===== src/rtl/muldiv_share_arbiter_if.sv =====
// Request/response bundle between NUM_CORES execute stages and the shared mul/div engine.
// Signal names keep the engine's i_/o_ port naming so the bundle reads like the original port list.
interface muldiv_share_arbiter_if #(
  parameter int NUM_CORES = 4,
  parameter int DATA_SIZE = 32
);
  logic [NUM_CORES-1:0]           i_req;
  logic [2*NUM_CORES-1:0]         i_op;
  logic [DATA_SIZE*NUM_CORES-1:0] i_op_a;
  logic [DATA_SIZE*NUM_CORES-1:0] i_op_b;
  logic [NUM_CORES-1:0]           o_grant;
  logic [NUM_CORES-1:0]           o_done;
  logic [DATA_SIZE-1:0]           o_result;
  logic                           o_busy;

  modport master (
    output i_req, i_op, i_op_a, i_op_b,
    input  o_grant, o_done, o_result, o_busy
  );

  modport slave (
    input  i_req, i_op, i_op_a, i_op_b,
    output o_grant, o_done, o_result, o_busy
  );
endinterface


===== src/rtl/muldiv_share_arbiter.sv =====
// One iterative 1-bit/cycle MUL/MULHU/DIVU/REMU engine shared round-robin by NUM_CORES requesters.
// Optional MULDIV_EARLY_OUT_EN: multiplies leave CALC as soon as the remaining multiplier bits are zero.
module muldiv_share_arbiter #(
  parameter int NUM_CORES = 4,
  parameter int DATA_SIZE = 32
) (
  input  logic                   i_aclk,
  input  logic                   i_areset_n,
  muldiv_share_arbiter_if.slave  bus
);

  localparam int N     = DATA_SIZE;
  localparam int PTR_W = (NUM_CORES > 1) ? $clog2(NUM_CORES) : 1;
  localparam int CNT_W = (DATA_SIZE > 1) ? $clog2(DATA_SIZE) : 1;

  typedef enum logic [1:0] {S_IDLE, S_LOAD, S_CALC, S_DONE} state_e;
  typedef enum logic [1:0] {
    OP_MUL   = 2'b00,
    OP_MULHU = 2'b01,
    OP_DIVU  = 2'b10,
    OP_REMU  = 2'b11
  } op_e;

  state_e             state_q, state_d;
  logic [PTR_W-1:0]   ptr_q, owner_q, owner_sel, win_idx, cand, ptr_after_owner;
  logic               win_found;
  logic [1:0]         win_op;
  logic [N-1:0]       win_a, win_b;

  op_e                op_q;
  logic [N-1:0]       a_q, b_q;
  logic [N-1:0]       mplier_q, mplier_d;
  logic [2*N-1:0]     acc_q, acc_d, mcand_q, mcand_d;
  logic [CNT_W-1:0]   cnt_q;
  logic [N:0]         rem_shift, rem_diff;
  logic [N-1:0]       result_d, result_q;

  logic               abort, is_div, div_by_zero, last_step;
  logic [NUM_CORES-1:0] grant_d, grant_q, done_d, done_q;
  logic               busy_d, busy_q;

  // Round-robin pick: first requester at or after the pointer, wrapping.
  always_comb begin
    win_found = 1'b0;
    win_idx   = '0;
    cand      = '0;
    for (int i = 0; i < NUM_CORES; i++) begin
      cand = PTR_W'((int'(ptr_q) + i) % NUM_CORES);
      if (!win_found && bus.i_req[cand]) begin
        win_found = 1'b1;
        win_idx   = cand;
      end
    end
  end

  assign win_op = bus.i_op[int'(win_idx)*2 +: 2];
  assign win_a  = bus.i_op_a[int'(win_idx)*N +: N];
  assign win_b  = bus.i_op_b[int'(win_idx)*N +: N];

  assign ptr_after_owner = (owner_q == PTR_W'(NUM_CORES-1)) ? '0 : owner_q + PTR_W'(1);
  assign abort       = ((state_q == S_LOAD) || (state_q == S_CALC)) && !bus.i_req[owner_q];
  assign is_div      = op_q[1];
  assign div_by_zero = is_div && (b_q == '0);

  // One iteration step. Multiply: shift-add with the multiplicand walking left.
  // Divide: restoring step; mplier_q holds dividend bits shifting out and quotient bits shifting in.
  always_comb begin
    // NOTE: every comb output gets a default first, so no path can leave it unassigned and infer a latch.
    acc_d     = acc_q;
    mcand_d   = mcand_q;
    mplier_d  = mplier_q;
    rem_shift = {acc_q[N-1:0], mplier_q[N-1]};
    rem_diff  = rem_shift - {1'b0, b_q};
    if (is_div) begin
      mplier_d = {mplier_q[N-2:0], ~rem_diff[N]};
      acc_d    = {{N{1'b0}}, (rem_diff[N] ? rem_shift[N-1:0] : rem_diff[N-1:0])};
    end else begin
      if (mplier_q[0]) acc_d = acc_q + mcand_q;
      mcand_d  = mcand_q << 1;
      mplier_d = mplier_q >> 1;
    end
  end

`ifdef MULDIV_EARLY_OUT_EN
  assign last_step = (cnt_q == '0) || (!is_div && (mplier_d == '0));
`else
  assign last_step = (cnt_q == '0);
`endif

  always_comb begin
    result_d = acc_d[N-1:0];
    case (op_q)
      OP_MUL:   result_d = acc_d[N-1:0];
      OP_MULHU: result_d = acc_d[2*N-1:N];
      OP_DIVU:  result_d = div_by_zero ? {N{1'b1}} : mplier_d;
      OP_REMU:  result_d = div_by_zero ? a_q : acc_d[N-1:0];
      default:  result_d = acc_d[N-1:0];
    endcase
  end

  // FSM: state register
  always_ff @(posedge i_aclk or negedge i_areset_n) begin
    if (!i_areset_n) state_q <= S_IDLE;
    else             state_q <= state_d;
  end

  // FSM: next state
  always_comb begin
    state_d = state_q;
    case (state_q)
      S_IDLE: if (win_found) state_d = S_LOAD;
      S_LOAD: begin
        if (abort)            state_d = S_IDLE;
        else if (div_by_zero) state_d = S_DONE;
        else                  state_d = S_CALC;
      end
      S_CALC: begin
        if (abort)          state_d = S_IDLE;
        else if (last_step) state_d = S_DONE;
      end
      S_DONE:  state_d = S_IDLE;
      default: state_d = S_IDLE;
    endcase
  end

  // FSM: outputs, computed one cycle ahead and registered below
  always_comb begin
    grant_d   = '0;
    done_d    = '0;
    owner_sel = (state_q == S_IDLE) ? win_idx : owner_q;
    busy_d    = (state_d != S_IDLE);
    if (state_d != S_IDLE) grant_d[owner_sel] = 1'b1;
    if (state_d == S_DONE) done_d[owner_sel]  = 1'b1;
  end

  // NOTE: sequential state uses non-blocking assignments so every register samples pre-edge values.
  always_ff @(posedge i_aclk or negedge i_areset_n) begin
    if (!i_areset_n) begin
      grant_q  <= '0;
      done_q   <= '0;
      busy_q   <= 1'b0;
      result_q <= '0;
      ptr_q    <= '0;
      owner_q  <= '0;
      op_q     <= OP_MUL;
      a_q      <= '0;
      b_q      <= '0;
      acc_q    <= '0;
      mcand_q  <= '0;
      mplier_q <= '0;
      cnt_q    <= '0;
    end else begin
      grant_q <= grant_d;
      done_q  <= done_d;
      busy_q  <= busy_d;
      case (state_q)
        S_IDLE: if (win_found) begin
          owner_q  <= win_idx;
          op_q     <= op_e'(win_op);
          a_q      <= win_a;
          b_q      <= win_b;
          acc_q    <= '0;
          mcand_q  <= {{N{1'b0}}, win_a};
          mplier_q <= win_op[1] ? win_a : win_b;
          cnt_q    <= CNT_W'(N-1);
        end
        S_CALC: if (!abort) begin
          acc_q    <= acc_d;
          mcand_q  <= mcand_d;
          mplier_q <= mplier_d;
          cnt_q    <= cnt_q - CNT_W'(1);
        end
        default: ;
      endcase
      if (state_d == S_DONE)                result_q <= result_d;
      if ((state_q == S_DONE) || abort)     ptr_q    <= ptr_after_owner;
    end
  end

  assign bus.o_grant  = grant_q;
  assign bus.o_done   = done_q;
  assign bus.o_busy   = busy_q;
  assign bus.o_result = result_q;

endmodule


===== src/flat_wrapper.sv =====
// flat-port wrapper written by rule: the top's interface ports become plain ports
module muldiv_share_arbiter_flat 
#(
  parameter int NUM_CORES = 4,
  parameter int DATA_SIZE = 32
)
  (i_aclk, i_areset_n, bus_i_req, bus_i_op, bus_i_op_a, bus_i_op_b, bus_o_grant, bus_o_done, bus_o_result, bus_o_busy);
  muldiv_share_arbiter_if #(.NUM_CORES(NUM_CORES), .DATA_SIZE(DATA_SIZE)) bus_i ();
  input  logic i_aclk;
  input  logic i_areset_n;
  input wire logic [$bits(bus_i.i_req)-1:0] bus_i_req;
  input wire logic [$bits(bus_i.i_op)-1:0] bus_i_op;
  input wire logic [$bits(bus_i.i_op_a)-1:0] bus_i_op_a;
  input wire logic [$bits(bus_i.i_op_b)-1:0] bus_i_op_b;
  output wire logic [$bits(bus_i.o_grant)-1:0] bus_o_grant;
  output wire logic [$bits(bus_i.o_done)-1:0] bus_o_done;
  output wire logic [$bits(bus_i.o_result)-1:0] bus_o_result;
  output wire logic [$bits(bus_i.o_busy)-1:0] bus_o_busy;
  assign bus_i.i_req = bus_i_req;
  assign bus_i.i_op = bus_i_op;
  assign bus_i.i_op_a = bus_i_op_a;
  assign bus_i.i_op_b = bus_i_op_b;
  assign bus_o_grant = bus_i.o_grant;
  assign bus_o_done = bus_i.o_done;
  assign bus_o_result = bus_i.o_result;
  assign bus_o_busy = bus_i.o_busy;
  muldiv_share_arbiter #(.NUM_CORES(NUM_CORES), .DATA_SIZE(DATA_SIZE)) u_core (.i_aclk(i_aclk), .i_areset_n(i_areset_n), .bus(bus_i));
endmodule

===== config.mk =====
export PLATFORM = sky130hd
export DESIGN_NAME = muldiv_share_arbiter_flat
export DESIGN_NICKNAME = d
export VERILOG_FILES = /design/src/rtl/muldiv_share_arbiter_if.sv /design/src/rtl/muldiv_share_arbiter.sv /design/src/flat_wrapper.sv
export SDC_FILE = /design/constraint.sdc
export NUM_CORES = 1
export LEC_CHECK = 0
export BUFFER_PORTS_ARGS = -buffer_cell sky130_fd_sc_hd__buf_4
export CAP_MARGIN = 10
export CORE_MARGIN = 2
export CORE_UTILIZATION = 46
export CTS_CLUSTER_DIAMETER = 200
export DETAILED_ROUTE_END_ITERATION = 6
export HOLD_SLACK_MARGIN = 0.02
export PLACE_DENSITY = 0.66
export SLEW_MARGIN = 20
export SYNTH_ARGS = -nofsm -noshare
export SYNTH_HDL_FRONTEND = slang
export SYNTH_SLANG_ARGS = --single-unit

===== constraint.sdc =====
create_clock -name i_aclk -period 5.4 [get_ports i_aclk]
set_input_delay 0 -clock i_aclk [delete_from_list [all_inputs] [get_ports i_aclk]]
set_output_delay 0 -clock i_aclk [all_outputs]
set_load 0.05 [all_outputs]

# After elaboration in Yosys (flattened, before gate mapping)
# Index checks and enable logic that the tools add are counted.
# classes
addsub	7
multipliers	0
div	0
n_lt_le_gt_ge	7
n_eq_ne	11
shifts	3
n_mux	51
n_bitwise	1
n_reduce_logical	21
# op_table
cell	count
64-bit two-way mux	7
64-bit one-hot mux with 2 select lines	2
128-bit by 8-bit variable part select with 32-bit output	2
32-bit two-way mux	7
32-bit one-hot mux with 4 select lines	1
64-bit adder	1
32-bit one-hot mux with 2 select lines	1
33-bit by 32-bit subtractor with 33-bit output	1
32-bit logical NOT	1
2-bit two-way mux	10
2-bit by 3-bit less-than comparator with 1-bit output (second input constant)	6
2-bit == test (second input constant)	6
1-bit two-way mux	11
1-bit binary-select mux with 2-bit select	5
5-bit two-way mux	2
5-bit one-hot mux with 2 select lines	1
4-bit two-way mux	2
2-bit one-hot mux with 4 select lines	1
8-bit by 4-bit variable part select with 2-bit output	1
1-bit logical AND	6
5-bit logical NOT	1
5-bit by 1-bit subtractor with 5-bit output (second input constant)	1
2-bit by 1-bit adder with 2-bit output (second input constant)	2
2-bit adder (second input constant)	2
other kinds (13)	21
# totals
register_bits	278
latchBits	0
mem_bits_rw	0
rom_bits	0
inputBits	270
output_inout_bits	41
n_memories	0

# Depth between registers and ports, before layout
# depth
word_depth	18
ltp_mapped	17
ltp_nobuf	15

# Worst setup path after synthesis
# No wires, ideal clock.
# synth_timing
kind	register to register
from	register u_core.mplier_q[31]
to	register u_core.result_q[9], in the netlist u_core.bus.o_result[9]
setup_time_ns	0.121
arrival_time_ns	3.161
required_time_ns	5.279
slack_ns	2.118
stages_incl_launch_ff	17
n_path_buf	2
synth_period_minus_slack_ns	3.282
cell_sequence	dfrtp_1 inv_1 ha_1 inv_1 fa_1 a211oi_2 o21ai_2 o311ai_4 a32oi_2 a31oi_4 xor2_2 buf_2 buf_4 nor2_1 a21oi_1 o221ai_1 a22o_1
# synth_between
elab_chain_cells	5
# synth_lines
element	line_no	text
start: declaration	muldiv_share_arbiter.sv:32	logic [N-1:0] mplier_q, mplier_d;
start signal: assignment	muldiv_share_arbiter.sv:164	mplier_q <= win_op[1] ? win_a : win_b;
start signal: assignment	muldiv_share_arbiter.sv:170	mplier_q <= mplier_d;
33-bit by 32-bit subtractor with 33-bit output *	muldiv_share_arbiter.sv:73	rem_diff = rem_shift - {1'b0, b_q};
32-bit two-way mux *	muldiv_share_arbiter.sv:76	acc_d = {{N{1'b0}}, (rem_diff[N] ? rem_shift[N-1:0] : rem_diff[N-1:0])};
64-bit two-way mux *	muldiv_share_arbiter.sv:74	if (is_div) begin
32-bit two-way mux	muldiv_share_arbiter.sv:96	OP_REMU: result_d = div_by_zero ? a_q : acc_d[N-1:0];
32-bit one-hot mux with 4 select lines *	muldiv_share_arbiter.sv:92	case (op_q)
end signal: assignment	muldiv_share_arbiter.sv:175	if (state_d == S_DONE) result_q <= result_d;
end: declaration	muldiv_share_arbiter.sv:36	logic [N-1:0] result_d, result_q;
# Mark *: on every way between the ends. The rest lies on a longest branch, timed or not.
# A chain may end at the register's enable or synchronous reset.

# Worst setup path after layout
# layout_timing
from	register u_core.mplier_q[31]
to	register u_core.result_q[5], in the netlist u_core.bus.o_result[5]
# The elaborated chain is that of the path after synthesis.

==> results by group <==
Worst setup path
  • CP max FO: 12
  • CP endpoint kind: register
  • Worst path arrival time: 4.99 ns
  • Worst r2r src: u_core.mplier_q[31]$_DFFE_PN0P_
  • Worst R2R Setup Slack: 0.84 ns
  • End of the worst register-to-register path: u_core.bus.o_result[5]$_DFFE_PN0P_
  • Crit start category: register
  • Worst path required time: 5.82 ns
  • Worst r2r path cells: 16
  • Worst setup path class: reg -> reg

Min path
  • Worst Hold Depth: 4
  • Hold Path End: u_core.b_q[14]$_DFFE_PN0P_
  • Min-delay src: bus_i_op_b[46]
  • Hold Crit Class: in -> reg

Floorplan
  • Ports: 311
  • Die area: 0.0491 mm²
  • Rows: a little under 80
  • Die Span Y: 221 µm
  • Initial core utilization: 46.6%
  • Die width: 221 µm
  • Core Region: 0.0467 mm²

Global routing
  • Global Route Usage Sum: approximately 37%
  • Vias in the first global route: around 21000
  • Largest net degree at the start of global routing: 138
  • Overflow after GRT: 0
  • First-pass GRT wire length: 136000 µm
  • Initial antenna violation count: 5

Timing
  • Fmax: 219 MHz
  • # setup viols final: 0
  • Final hold viol count: 0
  • Layout Skew: 0.0239 ns
  • RSZ-0062 raised after global routing: no
  • Fin crit share: 84.5%
  • Worst Max-Slew Pin Slew: around 1.1 ns
  • Fin crit period: 4.56 ns
  • Final Max Slew Viols: 0
  • Max-Slew Margin vs Limit: 29.2%
  • Setup TNS: 0 ns

Synthesis
  • #FFs+latches synth: ~280
  • Area contributors post-synth: dfrtp_1, nand2_1, mux2i_1
  • Commonest cells post-synth: nand2_1, dfrtp_1, o21ai_0
  • Synth top area share: 32.0%
  • Syn Inst Count: 2622
  • Synth Cell Area: 0.0218 mm²
  • Post-synthesis sequential area ratio: 32.0%
  • Mapped Nets: about 3000
  • Synth async-reset ratio: 100%
  • Synth area leader: dfrtp_1
  • Synth Flop Type: dfrtp_1
  • Ys Warns: 0
  • Post-synth EDFFs: 0
  • Yosys cell types: between 80 and 90
  • Mean Syn Cell Area: approximately 8.3 µm²
  • Top-count cell post-synth: nand2_1

Clock tree
  • Skew-Pair Late Insertion Delay: 0.57 ns
  • CTS tree: built
  • Root buffer cell: clkbuf_16
  • CTS sink cnt: 278
  • Post-cts gate resize count: 0
  • Worst-path clk slew: 0.06 ns
  • Num CTS Buffers: 37
  • CTS max path bufs: 3
  • # H-tree levels: 2

Outcome
  • Outcome: complete, but fails checks
  • Failing checks: design-rule violations

Route
  • WL/cell: 26.3 µm
  • Iteration-0 DRC count of the detailed router: ~2400
  • Total Wirelength: 92000 µm
  • Via count: 22300
  • Drt drc: 4
  • Drt first pass iters: 7
  • Remaining antenna violation count: 0
  • Vias per std cell: 6.36

Power and ir drop
  • Clock power frac: between 10% and 20%
  • Internal power: ~7.3 mW
  • Reg power frac: between 20% and 30%
  • Maximum vdd ir drop: 0.000292 V
  • Combinational Power Share: around 60%
  • Sw Share: 51.4%
  • Leakage: 12.1 nW
  • Switching power: 7.66 mW
  • Cell Pwr Density: 570 mW/mm²
  • Tot Pwr: about 15 mW

Placement
  • Port bufs: 310
  • GP Congestion: 1.01
  • Final HPWL DP: about 70000 µm
  • Placed cells: roughly 3400

Layout
  • Fillers: 4311
  • Layout cells sized above 1: 18.0%
  • Area grow syn2layout: 20.3%
  • Layout Cells excl Fill: 3505
  • Nets: about 3200

Flow run
  • Max Cap Viol: 0
through the flow:
step                worst slack [ns]  hold WS [ns]  util, %  area, µm²
finish                         0.836        0.0349     56.1      26200
floorplan                       2.12        -0.296        -      21800
CTS                            0.959        0.0203     56.1      26200
global route                   0.702        0.0484     56.1      26200
global placement               0.981         0.112     52.4      24500
detailed placement             0.984         0.132     52.4      24500
cells in the final DEF (no fill, tap or decap), drive strengths merged, types with 6 or more instances in the layout:
cell type | Yosys | final
inv | 73 | 76
or3 | 6 | 6
nand4 | 31 | 31
nor4 | 17 | 17
o22ai | 16 | 16
nand2 | 369 | 369
nand3 | 34 | 34
a22oi | 15 | 15
mux2i | 131 | 131
xor2 | 38 | 38
o211ai | 18 | 18
nor2 | 114 | 114
clkbuf | 150 | 50
mux2 | 70 | 70
nor3 | 60 | 60
nand2b | 8 | 8
a21o | 56 | 56
dfrtp | 278 | 278
o31ai | 9 | 9
a22o | 68 | 68
o21bai | 12 | 12
dlygate4sd3 | 0 | 56
a211oi | 96 | 96
and3 | 11 | 11
a21oi | 204 | 204
or4 | 7 | 7
and2 | 77 | 77
o221ai | 10 | 10
ha | 102 | 102
buf | 48 | 350
a31oi | 97 | 97
nor2b | 18 | 18
a221oi | 9 | 9
clkinv | 1 | 8
a21boi | 9 | 9
or2 | 7 | 7
xnor2 | 54 | 54
o21a | 18 | 18
o21ai | 219 | 219
critical path, stage by stage, from the launching register on:
cell and delay [ns]:
dfrtp_1 0.38, inv_1 0.17, ha_1 0.19, inv_1 0.09
fa_1 0.45, a211oi_2 0.24, o21ai_2 0.16, o311ai_4 0.33
a32oi_2 0.30, a31oi_4 0.31, xnor2_2 0.22, buf_4 0.35
mux2i_1 0.46, o2bb2ai_1 0.18, a22oi_1 0.16, o21ai_0 0.30
o21ai_0 0.11
worst max path at each step:
stage	start	end	slack, ns	depth (start not counted)
3_3_place_gp	u_core.mplier_q[31]$_DFFE_PN0P_	u_core.bus.o_result[5]$_DFFE_PN0P_	0.98	16
6_report	u_core.mplier_q[31]$_DFFE_PN0P_	u_core.bus.o_result[5]$_DFFE_PN0P_	0.84	16
3_5_place_dp	u_core.mplier_q[31]$_DFFE_PN0P_	u_core.bus.o_result[5]$_DFFE_PN0P_	0.98	16
5_1_grt	u_core.mplier_q[31]$_DFFE_PN0P_	u_core.bus.o_result[5]$_DFFE_PN0P_	0.70	16
2_1_floorplan	u_core.mplier_q[31]$_DFFE_PN0P_	u_core.bus.o_result[9]$_DFFE_PN0P_	2.12	16
4_1_cts	u_core.mplier_q[31]$_DFFE_PN0P_	u_core.bus.o_result[5]$_DFFE_PN0P_	0.96	16
cells by family after synthesis:
logic type                 synth area share (%)
muxes                                      9.75
AOI/OAI and AO/OA                          27.2
adders and majority gates                  6.05
buffers and inverters                      4.98
DFF                                        32.0
and+or+nand+nor                            16.2
xor gates and xnor gates                   3.77
layer usage:
metal	GRT usage (%)	share of wire, %
met2	57.8	45
met1	48.4	42
met5	0	0
met3	5.94	8.1
met4	18.7	5.3
power groups by stage:
stage                     Clock (mW)  Sequential [mW]  Combinational (mW)
after floorplan                    0             3.66                5.45
after global placement             0             3.58                8.46
after detailed placement           0             3.62                8.55
after CTS                       2.40             3.58                8.72
after global routing            2.49             3.68                9.46
final                           2.38             3.63                8.90
timing repair:
action	in CTS	in global routing
buffers inserted	0	0
hold buffers	56	0
endpoints found under the hold margin	140	0
final cells by class:
class | count | area (µm²) | share of cell area, %
multi-input cells | 2072 | 13800 | 52.7
flip-flops and latches | 278 | 6960 | 26.6
repair buffers | 406 | 3230 | 12.4
clock buffers | 50 | 1020 | 3.92
well taps | 607 | 759 | 2.90
inverters | 74 | 278 | 1.06
clock inverters | 13 | 106 | 0.406
diodes | 5 | 12.5 | 0.0478
sequential cells by signal (all words and copies together), names as in the netlist:
name / cells
u_core.ptr_q: 2
u_core.acc_q: 64
u_core.state_q: 2
u_core.mcand_q: 64
u_core.bus.o_grant: 4
u_core.b_q: 32
u_core.bus.o_busy: 1
u_core.op_q: 2
u_core.a_q: 32
u_core.cnt_q: 5
u_core.bus.o_done: 4
u_core.mplier_q: 32
u_core.owner_q: 2
u_core.bus.o_result: 32
Power figures use the tool's default switching activity.
